### src/rtl/mem_copy_engine_pkg.sv
// Shared constants and FSM encoding for the doubleword memory copy engine.
package mem_copy_engine_pkg;

  localparam int MEM_BYTES  = 256;
  localparam int WORD_BYTES = 8;

  typedef enum logic [1:0] {
    IDLE  = 2'd0,
    READ  = 2'd1,
    WRITE = 2'd2,
    DONE  = 2'd3
  } state_t;

endpackage

### src/rtl/mem_copy_engine_if.sv
// Data-memory bus between the copy engine (master) and the memory (slave).
interface mem_copy_engine_if;
  import mem_copy_engine_pkg::*;

  logic [63:0] Mem_Addr;
  logic [63:0] Write_Data;
  logic [63:0] Read_Data;
  logic        MemRead;
  logic        MemWrite;

  modport master (
    output Mem_Addr, Write_Data, MemRead, MemWrite,
    input  Read_Data
  );

  modport slave (
    input  Mem_Addr, Write_Data, MemRead, MemWrite,
    output Read_Data
  );

endinterface

### src/rtl/mem_copy_engine_range_check.sv
// Combinational alignment and bounds check of one copy region.
module mem_range_check #(
  parameter int MEM_BYTES  = mem_copy_engine_pkg::MEM_BYTES,
  parameter int WORD_BYTES = mem_copy_engine_pkg::WORD_BYTES
) (
  input  logic [63:0] addr,
  input  logic [5:0]  count,
  output logic        ok
);
  import mem_copy_engine_pkg::*;

  logic [64:0] end_addr;

  // One extra bit so a region near the top of the address space cannot wrap to a small end.
  assign end_addr = {1'b0, addr} + 65'(count) * 65'(WORD_BYTES);
  assign ok       = ((addr % 64'(WORD_BYTES)) == 64'd0) && (end_addr <= 65'(MEM_BYTES));

endmodule

### src/rtl/mem_copy_engine.sv
// Copies count doublewords from src_addr to dst_addr, one READ/WRITE pair per word.
module mem_copy_engine #(
  parameter int MEM_BYTES  = mem_copy_engine_pkg::MEM_BYTES,
  parameter int WORD_BYTES = mem_copy_engine_pkg::WORD_BYTES
) (
  input  logic                      clk,
  input  logic                      reset_n,
  input  logic                      start,
  input  logic [63:0]               src_addr,
  input  logic [63:0]               dst_addr,
  input  logic [5:0]                count,
  mem_copy_engine_if.master         mem,
  output logic                      busy,
  output logic                      done,
  output logic                      err
);
  import mem_copy_engine_pkg::*;

  state_t      state, state_nxt;
  logic [63:0] src_ptr, dst_ptr, data_q;
  logic [5:0]  rem_q;
  logic        err_q;
  logic        src_ok, dst_ok, accept, req_ok;

  mem_range_check #(.MEM_BYTES(MEM_BYTES), .WORD_BYTES(WORD_BYTES)) u_src_check (
    .addr (src_addr),
    .count(count),
    .ok   (src_ok)
  );

  mem_range_check #(.MEM_BYTES(MEM_BYTES), .WORD_BYTES(WORD_BYTES)) u_dst_check (
    .addr (dst_addr),
    .count(count),
    .ok   (dst_ok)
  );

  assign accept = (state == IDLE) && start;
  assign req_ok = src_ok && dst_ok;

  always_ff @(posedge clk or negedge reset_n) begin
    if (!reset_n) state <= IDLE;
    else          state <= state_nxt;
  end

  always_comb begin
    state_nxt = state;
    case (state)
      IDLE:    if (start) state_nxt = (!req_ok || count == 6'd0) ? DONE : READ;
      READ:    state_nxt = WRITE;
      WRITE:   state_nxt = (rem_q == 6'd1) ? DONE : READ;
      DONE:    state_nxt = IDLE;
      default: state_nxt = IDLE;
    endcase
  end

  always_ff @(posedge clk or negedge reset_n) begin
    if (!reset_n) begin
      src_ptr <= '0;
      dst_ptr <= '0;
      data_q  <= '0;
      rem_q   <= '0;
      err_q   <= 1'b0;
    end else if (accept) begin
      src_ptr <= src_addr;
      dst_ptr <= dst_addr;
      rem_q   <= count;
      err_q   <= !req_ok;
    end else if (state == READ) begin
      data_q  <= mem.Read_Data;
      src_ptr <= src_ptr + 64'(WORD_BYTES);
    end else if (state == WRITE) begin
      dst_ptr <= dst_ptr + 64'(WORD_BYTES);
      rem_q   <= rem_q - 6'd1;
    end
  end

  // The bus is fully zeroed whenever no transfer is in flight.
  always_comb begin
    mem.MemRead    = 1'b0;
    mem.MemWrite   = 1'b0;
    mem.Mem_Addr   = '0;
    mem.Write_Data = '0;
    done           = 1'b0;
    case (state)
      READ: begin
        mem.MemRead  = 1'b1;
        mem.Mem_Addr = src_ptr;
      end
      WRITE: begin
        mem.MemWrite   = 1'b1;
        mem.Mem_Addr   = dst_ptr;
        mem.Write_Data = data_q;
      end
      DONE:    done = 1'b1;
      default: ;
    endcase
  end

  assign busy = (state != IDLE);
  assign err  = err_q;

endmodule

### src/flat_wrapper.sv
// flat-port wrapper written by rule: the top's interface ports become plain ports
module mem_copy_engine_flat import mem_copy_engine_pkg::*;
#(
  parameter int MEM_BYTES  = mem_copy_engine_pkg::MEM_BYTES,
  parameter int WORD_BYTES = mem_copy_engine_pkg::WORD_BYTES
)
  (clk, reset_n, start, src_addr, dst_addr, count, busy, done, err, mem_Mem_Addr, mem_Write_Data, mem_MemRead, mem_MemWrite, mem_Read_Data);
  mem_copy_engine_if mem_i ();
  input  logic clk;
  input  logic reset_n;
  input  logic start;
  input  logic [63:0] src_addr;
  input  logic [63:0] dst_addr;
  input  logic [5:0] count;
  output logic busy;
  output logic done;
  output logic err;
  output wire logic [$bits(mem_i.Mem_Addr)-1:0] mem_Mem_Addr;
  output wire logic [$bits(mem_i.Write_Data)-1:0] mem_Write_Data;
  output wire logic [$bits(mem_i.MemRead)-1:0] mem_MemRead;
  output wire logic [$bits(mem_i.MemWrite)-1:0] mem_MemWrite;
  input wire logic [$bits(mem_i.Read_Data)-1:0] mem_Read_Data;
  assign mem_Mem_Addr = mem_i.Mem_Addr;
  assign mem_Write_Data = mem_i.Write_Data;
  assign mem_MemRead = mem_i.MemRead;
  assign mem_MemWrite = mem_i.MemWrite;
  assign mem_i.Read_Data = mem_Read_Data;
  mem_copy_engine #(.MEM_BYTES(MEM_BYTES), .WORD_BYTES(WORD_BYTES)) u_core (.clk(clk), .reset_n(reset_n), .start(start), .src_addr(src_addr), .dst_addr(dst_addr), .count(count), .mem(mem_i), .busy(busy), .done(done), .err(err));
endmodule
### config.mk
export PLATFORM = sky130hd
export DESIGN_NAME = mem_copy_engine_flat
export DESIGN_NICKNAME = d
export VERILOG_FILES = /design/src/rtl/mem_copy_engine_pkg.sv /design/src/rtl/mem_copy_engine_if.sv /design/src/rtl/mem_copy_engine_range_check.sv /design/src/rtl/mem_copy_engine.sv /design/src/flat_wrapper.sv
export SDC_FILE = /design/constraint.sdc
export NUM_CORES = 1
export LEC_CHECK = 0
export ABC_AREA = 1
export CAP_MARGIN = 20
export CORE_MARGIN = 4
export CORE_UTILIZATION = 35
export CTS_CLUSTER_SIZE = 14
export DETAILED_ROUTE_END_ITERATION = 16
export HOLD_SLACK_MARGIN = 0.06
export SLEW_MARGIN = 10
export SYNTH_ARGS = -nofsm -noshare
export SYNTH_HDL_FRONTEND = slang
export SYNTH_SLANG_ARGS = --single-unit
### constraint.sdc
create_clock -name clk -period 2.55 [get_ports clk]
set_input_delay 0.3825 -clock clk [delete_from_list [all_inputs] [get_ports clk]]
set_output_delay 0.3825 -clock clk [all_outputs]
set_load 0.02 [all_outputs]
==> results of run 1 <==
-- tightest hold or removal path, cell delays in order --
cell,delay [ps]
buf_6,110
nand2_1,50
o21ai_0,70
nand2_1,50
o21ai_0,70
-- where the power goes --
part	leakage [nW]	total, mW	switching [mW]	internal, mW
clock	0.426	3.76	1.56	2.19
sequential	2.50	6.12	1.43	4.70
combinational	10.7	13.6	8.44	5.17
-- worst min-delay path by stage --
stage | startpoint | end | cells after the start
6_report | count[0] | u_core.rem_q[0] | 5
5_1_grt | dst_addr[7] | u_core.dst_ptr[7] | 3
4_1_cts | dst_addr[4] | u_core.dst_ptr[4] | 3
3_5_place_dp | reset_n | u_core.data_q[0] | 1
3_3_place_gp | reset_n | u_core.data_q[0] | 1
2_1_floorplan | reset_n | u_core.data_q[0] | 0
-- through the flow --
| stage | power [mW] | util | setup WS (ps) |
|---|---|---|---|
| finish | 23.5 | 0.544 | -9.67 |
| floorplan | 12.9 | - | 6.89 |
| global route | 25.1 | 0.544 | -113 |
| CTS | 22.9 | 0.526 | -75.8 |
| detailed placement | 18.8 | 0.501 | -1210 |
| global placement | 18.7 | 0.501 | -1170 |
-- sequential cells by signal, indices dropped and copies added, names as in the netlist --
register / flops
u_core.err: 1
u_core.src_ptr: 64
u_core.state: 2
u_core.rem_q: 6
u_core.data_q: 64
u_core.dst_ptr: 64
-- cell families after synthesis --
logic type	Yosys count	synth area share
and+or+nand+nor	1811	0.423
buffers and inverters	489	0.102
AOI/OAI and AO/OA	329	0.102
DFF	201	0.278
xor gates and xnor gates	161	0.0779
adders and majority gates	23	0.0167
-- cells in the final DEF (no fill, tap or decap), drive strengths merged, types with 28 or more instances in the layout --
cell type         n
nand2          1088
buf             575
inv             397
nor2            324
dfrtp           201
nand3           178
clkdlybuf4s50   174
a21oi           135
xor2            134
o21ai           119
nor3            102
clkbuf           76
nand4            70
o211ai           28
-- cell type report --
cell class / instances / area (um^2) / share of cell area
clock buffers: 37 / 762 / 0.0273
repair buffers: 857 / 7280 / 0.261
flip-flops and latches: 201 / 5030 / 0.180
diodes: 1 / 2.50 / 0.0000896
multi-input cells: 2324 / 12400 / 0.444
inverters: 396 / 1500 / 0.0537
well taps: 680 / 851 / 0.0305
clock inverters: 11 / 108 / 0.00385
-- routing by layer --
metal,track usage,routed length [um],share of wire
met1,0.397,36700,0.44
met2,0.459,37700,0.45
met3,0.0486,6710,0.081
met4,0.0566,2000,0.024
met5,0,0,0
-- what timing repair did --
item	CTS	global route
pin swaps	40	90
gates resized for setup	394	324
hold buffers	1	0
cloned	2	2
endpoints found under the hold margin	44	0
buffers inserted	18	30
endpoints found under the setup margin	135	122
==> metrics.md, run 1 <==
| Metric | Value |
|---|---|
| Outcome | `finished with violations` |
| Violated checks | `setup timing` |
| Most frequently used cell type in the post-synthesis netlist | `nand2_1` |
| Period utilisation layout | `1.00` |
| Cell repeated most along the worst path | `nand2_1` |
| Cell type of the slowest stage on the worst timing path | `clkdlybuf4s50_1` |
| Ports | `334` |
| Post-placement cell count | `4406` |
| Register clock-pin slew on the reported worst setup and hold paths | `60 ps` |
| Number of global-route vias before repair | `21800` |
| Cells on worst reg2reg path | `13` |
| Count of non-filler cells in the finished layout | `4507` |
| Clk_skew | `15.8 ps` |
| Number of logic stages on the critical path including buffering | `18` |
| Number of buffers inserted during clock tree synthesis | `26` |
| Post-route worst hold slack | `220 ps` |
| Instance area after placement | `25700 um^2` |
| Design area | `27900 um^2` |
| Required arrival time at the worst endpoint | `3000 ps` |
| Maximum vdd drop | `788 uV` |
| Slack of the worst reg-to-reg path | `50 ps` |
| Area share of the leading cell type in the synthesized netlist | `0.278` |
| Final-report max-slew violation count | `0` |
| Worst setup path start | `src_addr[31]` |
| Worst R2R End | `u_core.dst_ptr[48]` |
| Vias per cell | `5.06` |
| FILL cells | `5288` |
| Post-DP HPWL | `66000 um` |
| Number of sinks handled by clock tree synthesis | `201` |
| First-pass iteration count of the detailed router | `6` |
| Number of synthesized register bits | `201` |
| Via count | `22800` |
| Maximum number of buffers from clock root to sink | `3` |
| Setup-failing EPs final | `1` |
| Ordered cell list for the critical path | `clkdlybuf4s50_1 -> buf_4 -> nand4_1 -> buf_4 -> nor2_1 -> nand2_1 -> nor2_1 -> nand3_1 -> nand2_1 -> inv_1 -> nor2_1 -> nand2_1 -> nor2_1 -> nand3_2 -> nor2_4 -> nand4_1 -> nand2_1 -> nand2_1` |
| Number of violations reported at the end of detailed-routing iteration 0 | `1815` |
| Critical R2R Launch | `u_core.dst_ptr[3]` |
| Primary flip-flop cell chosen by synthesis mapping | `dfrtp_1` |
| Biggest cell delay along the critical path | `480 ps` |
| TritonCTS clock tree | `built` |
| WP data arrival | `3010 ps` |
| Setup repair after global routing missed its margin | `true` |
| Biggest area consumer among synthesized cells | `dfrtp_1` |
| H-tree depth reported by CTS | `1` |
| Syn. warnings | `0` |
| Initial core utilization | `0.353` |
| Pin count of the biggest net entering global routing | `105` |
| Fraction of registers with async set/reset | `1.00` |
| Share of final-layout standard cells stronger than drive strength 1 | `0.246` |
| Syn avg cell area | `6.01 um^2` |
| Number of remaining DRC errors | `0` |
| Total nets after synthesis | `3238` |
| Timing-limited maximum frequency | `391 MHz` |
| Clock latency on the worst-skew pair | `560 ps` |
| Total GRT Usage | `0.282` |
| Net count of the finished layout | `4030` |
| Final critical path time including I/O delays and setup | `2560 ps` |
| Measured slew at the worst slew-check pin | `942 ps` |
| First-pass GRT wire length | `126000 um` |
| Number of flops mapped to enable cells by yosys | `0` |
| Number of distinct library cell variants in the gate-level netlist after synthesis | `41` |
| Global placer's final weighted congestion | `0.995` |
| Static power due to leakage | `13.7 nW` |
| Crit Path Class | `in -> reg` |
| Critical path launch point type | `primary input` |
| DIE AREA | `55400 um^2` |
| Max_cap viols | `0` |
| Endpoint of the worst setup timing path | `u_core.state[1]` |
| Part of the Yosys area used for sequential elements | `0.278` |
| Area of the core | `51300 um^2` |
| Antenna Violating Nets Remaining | `0` |
| PortBufs | `333` |
| Hold Path Class | `in -> reg` |
| Sum of overflow across all layers after global routing | `0` |
| Kind of cell adding the most delay to the critical path | `simple AND/OR/NAND/NOR gates` |
| Tightest slew margin relative to the limit | `0.371` |
| Final TNS setup | `-9.67 ps` |
| PD cells | `841 nW/um^2` |
| Clock tree root driver cell | `clkbuf_16` |
| Hold Fails Final Rpt | `0` |
| Endpoint kind of the worst setup timing path | `flip-flop` |
| Final Worst Setup Slack | `-9.67 ps` |
| Cell types occupying the most area after synthesis | `dfrtp_1, nand2_1, inv_1` |
| Number of placement rows | `83` |
| Number of buffers and inverters on the critical path | `4` |
| Number of antenna violations at the first check in global routing | `2` |
| Cell count after synthesis | `3014` |
| Width of the die | `235 um` |
| Final routed wire length divided by cell count | `18.4 um` |
| Total wire length after detailed routing | `83100 um` |
| Die H | `235 um` |
| Post-synthesis cell area | `18100 um^2` |
| Critical-path maximum fanout | `3` |
| Top cell types by occurrence after synthesis | `nand2_1, inv_1, nor2_1` |
| Synth-to-layout area growth | `54.2%` |
Note: power is estimated with default switching activity, not from simulation.
==> run 2, diff against run 1 <==
Settings changed: GPL_TIMING_DRIVEN from default to 1, SETUP_SLACK_MARGIN from default to 0.02.
==> metrics.md, run 2 (synthesis results as in run 1) <==
| Metric | Value |
|---|---|
| Instance area after placement | `25700 um^2 (+0.11%)` |
| Total GRT Usage | `0.277 (-0.00537)` |
| Critical R2R Launch | `u_core.dst_ptr[4]` |
| Most frequent standard cell in the layout excluding fill and tap cells | `nand2_1` |
| Initial core utilization | `0.353 (unchanged)` |
| Setup repair after global routing missed its margin | `true` |
| Final critical path time including I/O delays and setup | `2510 ps (-52.1 ps)` |
| Clock latency on the worst-skew pair | `560 ps (about the same)` |
| Max_cap viols | `0 (unchanged)` |
| DIE AREA | `55400 um^2 (unchanged)` |
| Largest registers in the final layout | `u_core.data_q x64, u_core.dst_ptr x64, u_core.src_ptr x64` |
| Final routed wire length divided by cell count | `18.5 um (+0.37%)` |
| Sum of overflow across all layers after global routing | `0 (unchanged)` |
| Worst R2R End | `u_core.dst_ptr[61]` |
| Number of buffers inserted during clock tree synthesis | `25 (-3.8%)` |
| Finished Core Util | `0.566 (+0.0221)` |
| H-tree depth reported by CTS | `1 (unchanged)` |
| Hold Path Class | `in -> reg` |
| Timing-limited maximum frequency | `399 MHz (+2.1%)` |
| Post-DP HPWL | `64600 um (-2.1%)` |
| Net count of the finished layout | `4062 (+0.79%)` |
| Number of antenna violations at the first check in global routing | `0 (-2)` |
| Vias per cell | `5.10 (+0.73%)` |
| Tightest slew margin relative to the limit | `0.528 (+0.157)` |
| Design area | `29100 um^2 (+4.1%)` |
| Maximum vdd drop | `955 uV (+21%)` |
| Synth-to-layout area growth | `60.5%` |
| Share of final-layout standard cells stronger than drive strength 1 | `0.287 (+0.0405)` |
| Total wire length after detailed routing | `83900 um (+0.97%)` |
| Antenna Violating Nets Remaining | `0 (unchanged)` |
| Cells on Worst Hold Path | `5 (unchanged)` |
| Number of violations reported at the end of detailed-routing iteration 0 | `2214 (+22%)` |
| TritonCTS clock tree | `built` |
| Hold Fails Final Rpt | `0 (unchanged)` |
| Number of global-route vias before repair | `21600 (-0.60%)` |
| Worst hold endpoint | `u_core.dst_ptr[3]` |
| Cells on worst reg2reg path | `16 (+3)` |
| Final-report max-slew violation count | `0 (unchanged)` |
| Reg area | `5030 um^2 (about the same)` |
| PD cells | `830 nW/um^2 (-1.3%)` |
| Clk_skew | `18.0 ps (+2.22 ps)` |
| Outcome | `completed` |
| Width of the die | `235 um (unchanged)` |
| PortBufs | `333 (unchanged)` |
| Register clock-pin slew on the reported worst setup and hold paths | `60 ps (about the same)` |
| Endpoint kind of the worst setup timing path | `flip-flop` |
| Start point of the worst min-delay path | `dst_addr[3]` |
| Crit Path Class | `reg -> reg` |
| Multi-input logic area | `13000 um^2 (+5.1%)` |
| Measured slew at the worst slew-check pin | `703 ps (-239 ps)` |
| Period utilisation layout | `0.983 (-0.0204)` |
| Antenna Cells | `0 (-1)` |
| Maximum number of buffers from clock root to sink | `3 (unchanged)` |
| Number of sinks handled by clock tree synthesis | `201 (unchanged)` |
| Global placer's final weighted congestion | `1.03 (+3.1%)` |
| WP data arrival | `2940 ps (-70 ps)` |
| Critical-path maximum fanout | `5 (+2)` |
| Critical path launch point type | `flip-flop` |
| Number of placement rows | `83 (unchanged)` |
| First-pass iteration count of the detailed router | `6 (unchanged)` |
| Slack of the worst reg-to-reg path | `40 ps (about the same)` |
| Clock tree root driver cell | `clkbuf_16` |
| Ports | `334 (unchanged)` |
| Via count | `23100 (+1.3%)` |
| Die H | `235 um (unchanged)` |
| Area of the core | `51300 um^2 (unchanged)` |
| Static power due to leakage | `14.4 nW (+5.2%)` |
| Number of remaining DRC errors | `0 (unchanged)` |
| Setup-failing EPs final | `0 (-1)` |
| FILL cells | `5021 (-5.0%)` |
| Required arrival time at the worst endpoint | `2980 ps (-20 ps)` |
| Pin count of the biggest net entering global routing | `89 (-15%)` |
| Top library cells by usage in the layout, fill and taps aside | `nand2_1, buf_4, inv_1` |
| First-pass GRT wire length | `124000 um (-1.6%)` |
==> run 2: changes by cell type in the layout (fill, tap and decap cells not counted), sizes merged, moves of 2 or more <==
cell / previous run / this run
dlymetal6s2s: 16 / 47
clkdlybuf4s50: 174 / 139
bufinv: 1 / 3
dlygate4sd2: 27 / 31
clkbuf: 76 / 64
clkinv: 7 / 4
buf: 575 / 616
==> run 2: critical path, cell delays in order (launching register included) <==
cell     delay [ps]
dfrtp_1         370
buf_4           140
ha_4            140
nand3_4          90
inv_2            70
nand2_2          60
nor2_4          140
nand3_4          90
nor2_4          150
nand2_4          80
nor3b_4         270
nand2_2         110
nor2_4          190
nand4_1         140
xor2_1          170
o21ai_1         110
o21ai_1          70
==> run 2: metrics by stage <==
step,instances,setup TNS (ps),setup slack (ps),hold slack (ps),power (mW)
after floorplan,3014,0,48.2,86.9,12.9
after global placement,4409,-2220,-1110,404,18.7
after detailed placement,4409,-2290,-1160,406,18.8
after CTS,4469,-7.44,-7.44,306,22.9
after global routing,4534,-438,-80.7,245,25.6
final,4534,0,42.5,200,24.1
==> run 2: power breakdown <==
part           switching, mW  internal [mW]  leakage (nW)
Combinational           8.58           5.58          11.5
Sequential              1.52           4.69          2.50
Clock                   1.49           2.25         0.413
Total                   11.6           12.5          14.4
==> run 2: metal layers <==
layer,vias up,wire [um],global-route usage,share of wire
met5,-,0,0,0
met4,0,1880,0.0504,0.022
met3,120,6160,0.0415,0.073
met2,926,38500,0.455,0.46
met1,10800,37300,0.391,0.45
li1,11300,-,-,-
==> run 2: cell type report <==
| type | instances | area share |
|---|---|---|
| clock buffers | 34 | 0.0244 |
| clock inverters | 9 | 0.00482 |
| inverters | 396 | 0.0515 |
| multi-input cells | 2324 | 0.448 |
| flip-flops and latches | 201 | 0.173 |
| well taps | 680 | 0.0293 |
| repair buffers | 890 | 0.269 |
==> run 2: worst max-delay path by stage <==
stage / start / to / slack (ps) / cells after the start
3_5_place_dp: count[0] / u_core.state[1] / -1160 / 22
6_report: u_core.dst_ptr[4] / u_core.dst_ptr[61] / 40 / 16
4_1_cts: u_core.state[1] / mem_Mem_Addr[24] / -7 / 7
5_1_grt: u_core.dst_ptr[4] / u_core.dst_ptr[61] / -80 / 16
3_3_place_gp: count[0] / u_core.state[1] / -1110 / 22
2_1_floorplan: src_addr[3] / u_core.state[1] / 50 / 19
==> run 2: timing repair <==
item / 4_1_cts / 5_1_grt
hold endpoints to repair: 55 / 0
setup endpoints to repair: 133 / 169
hold buffers: 1 / 0
pin swaps: 35 / 161
cloned: 3 / 7
setup buffers: 13 / 58
resized for setup: 419 / 559
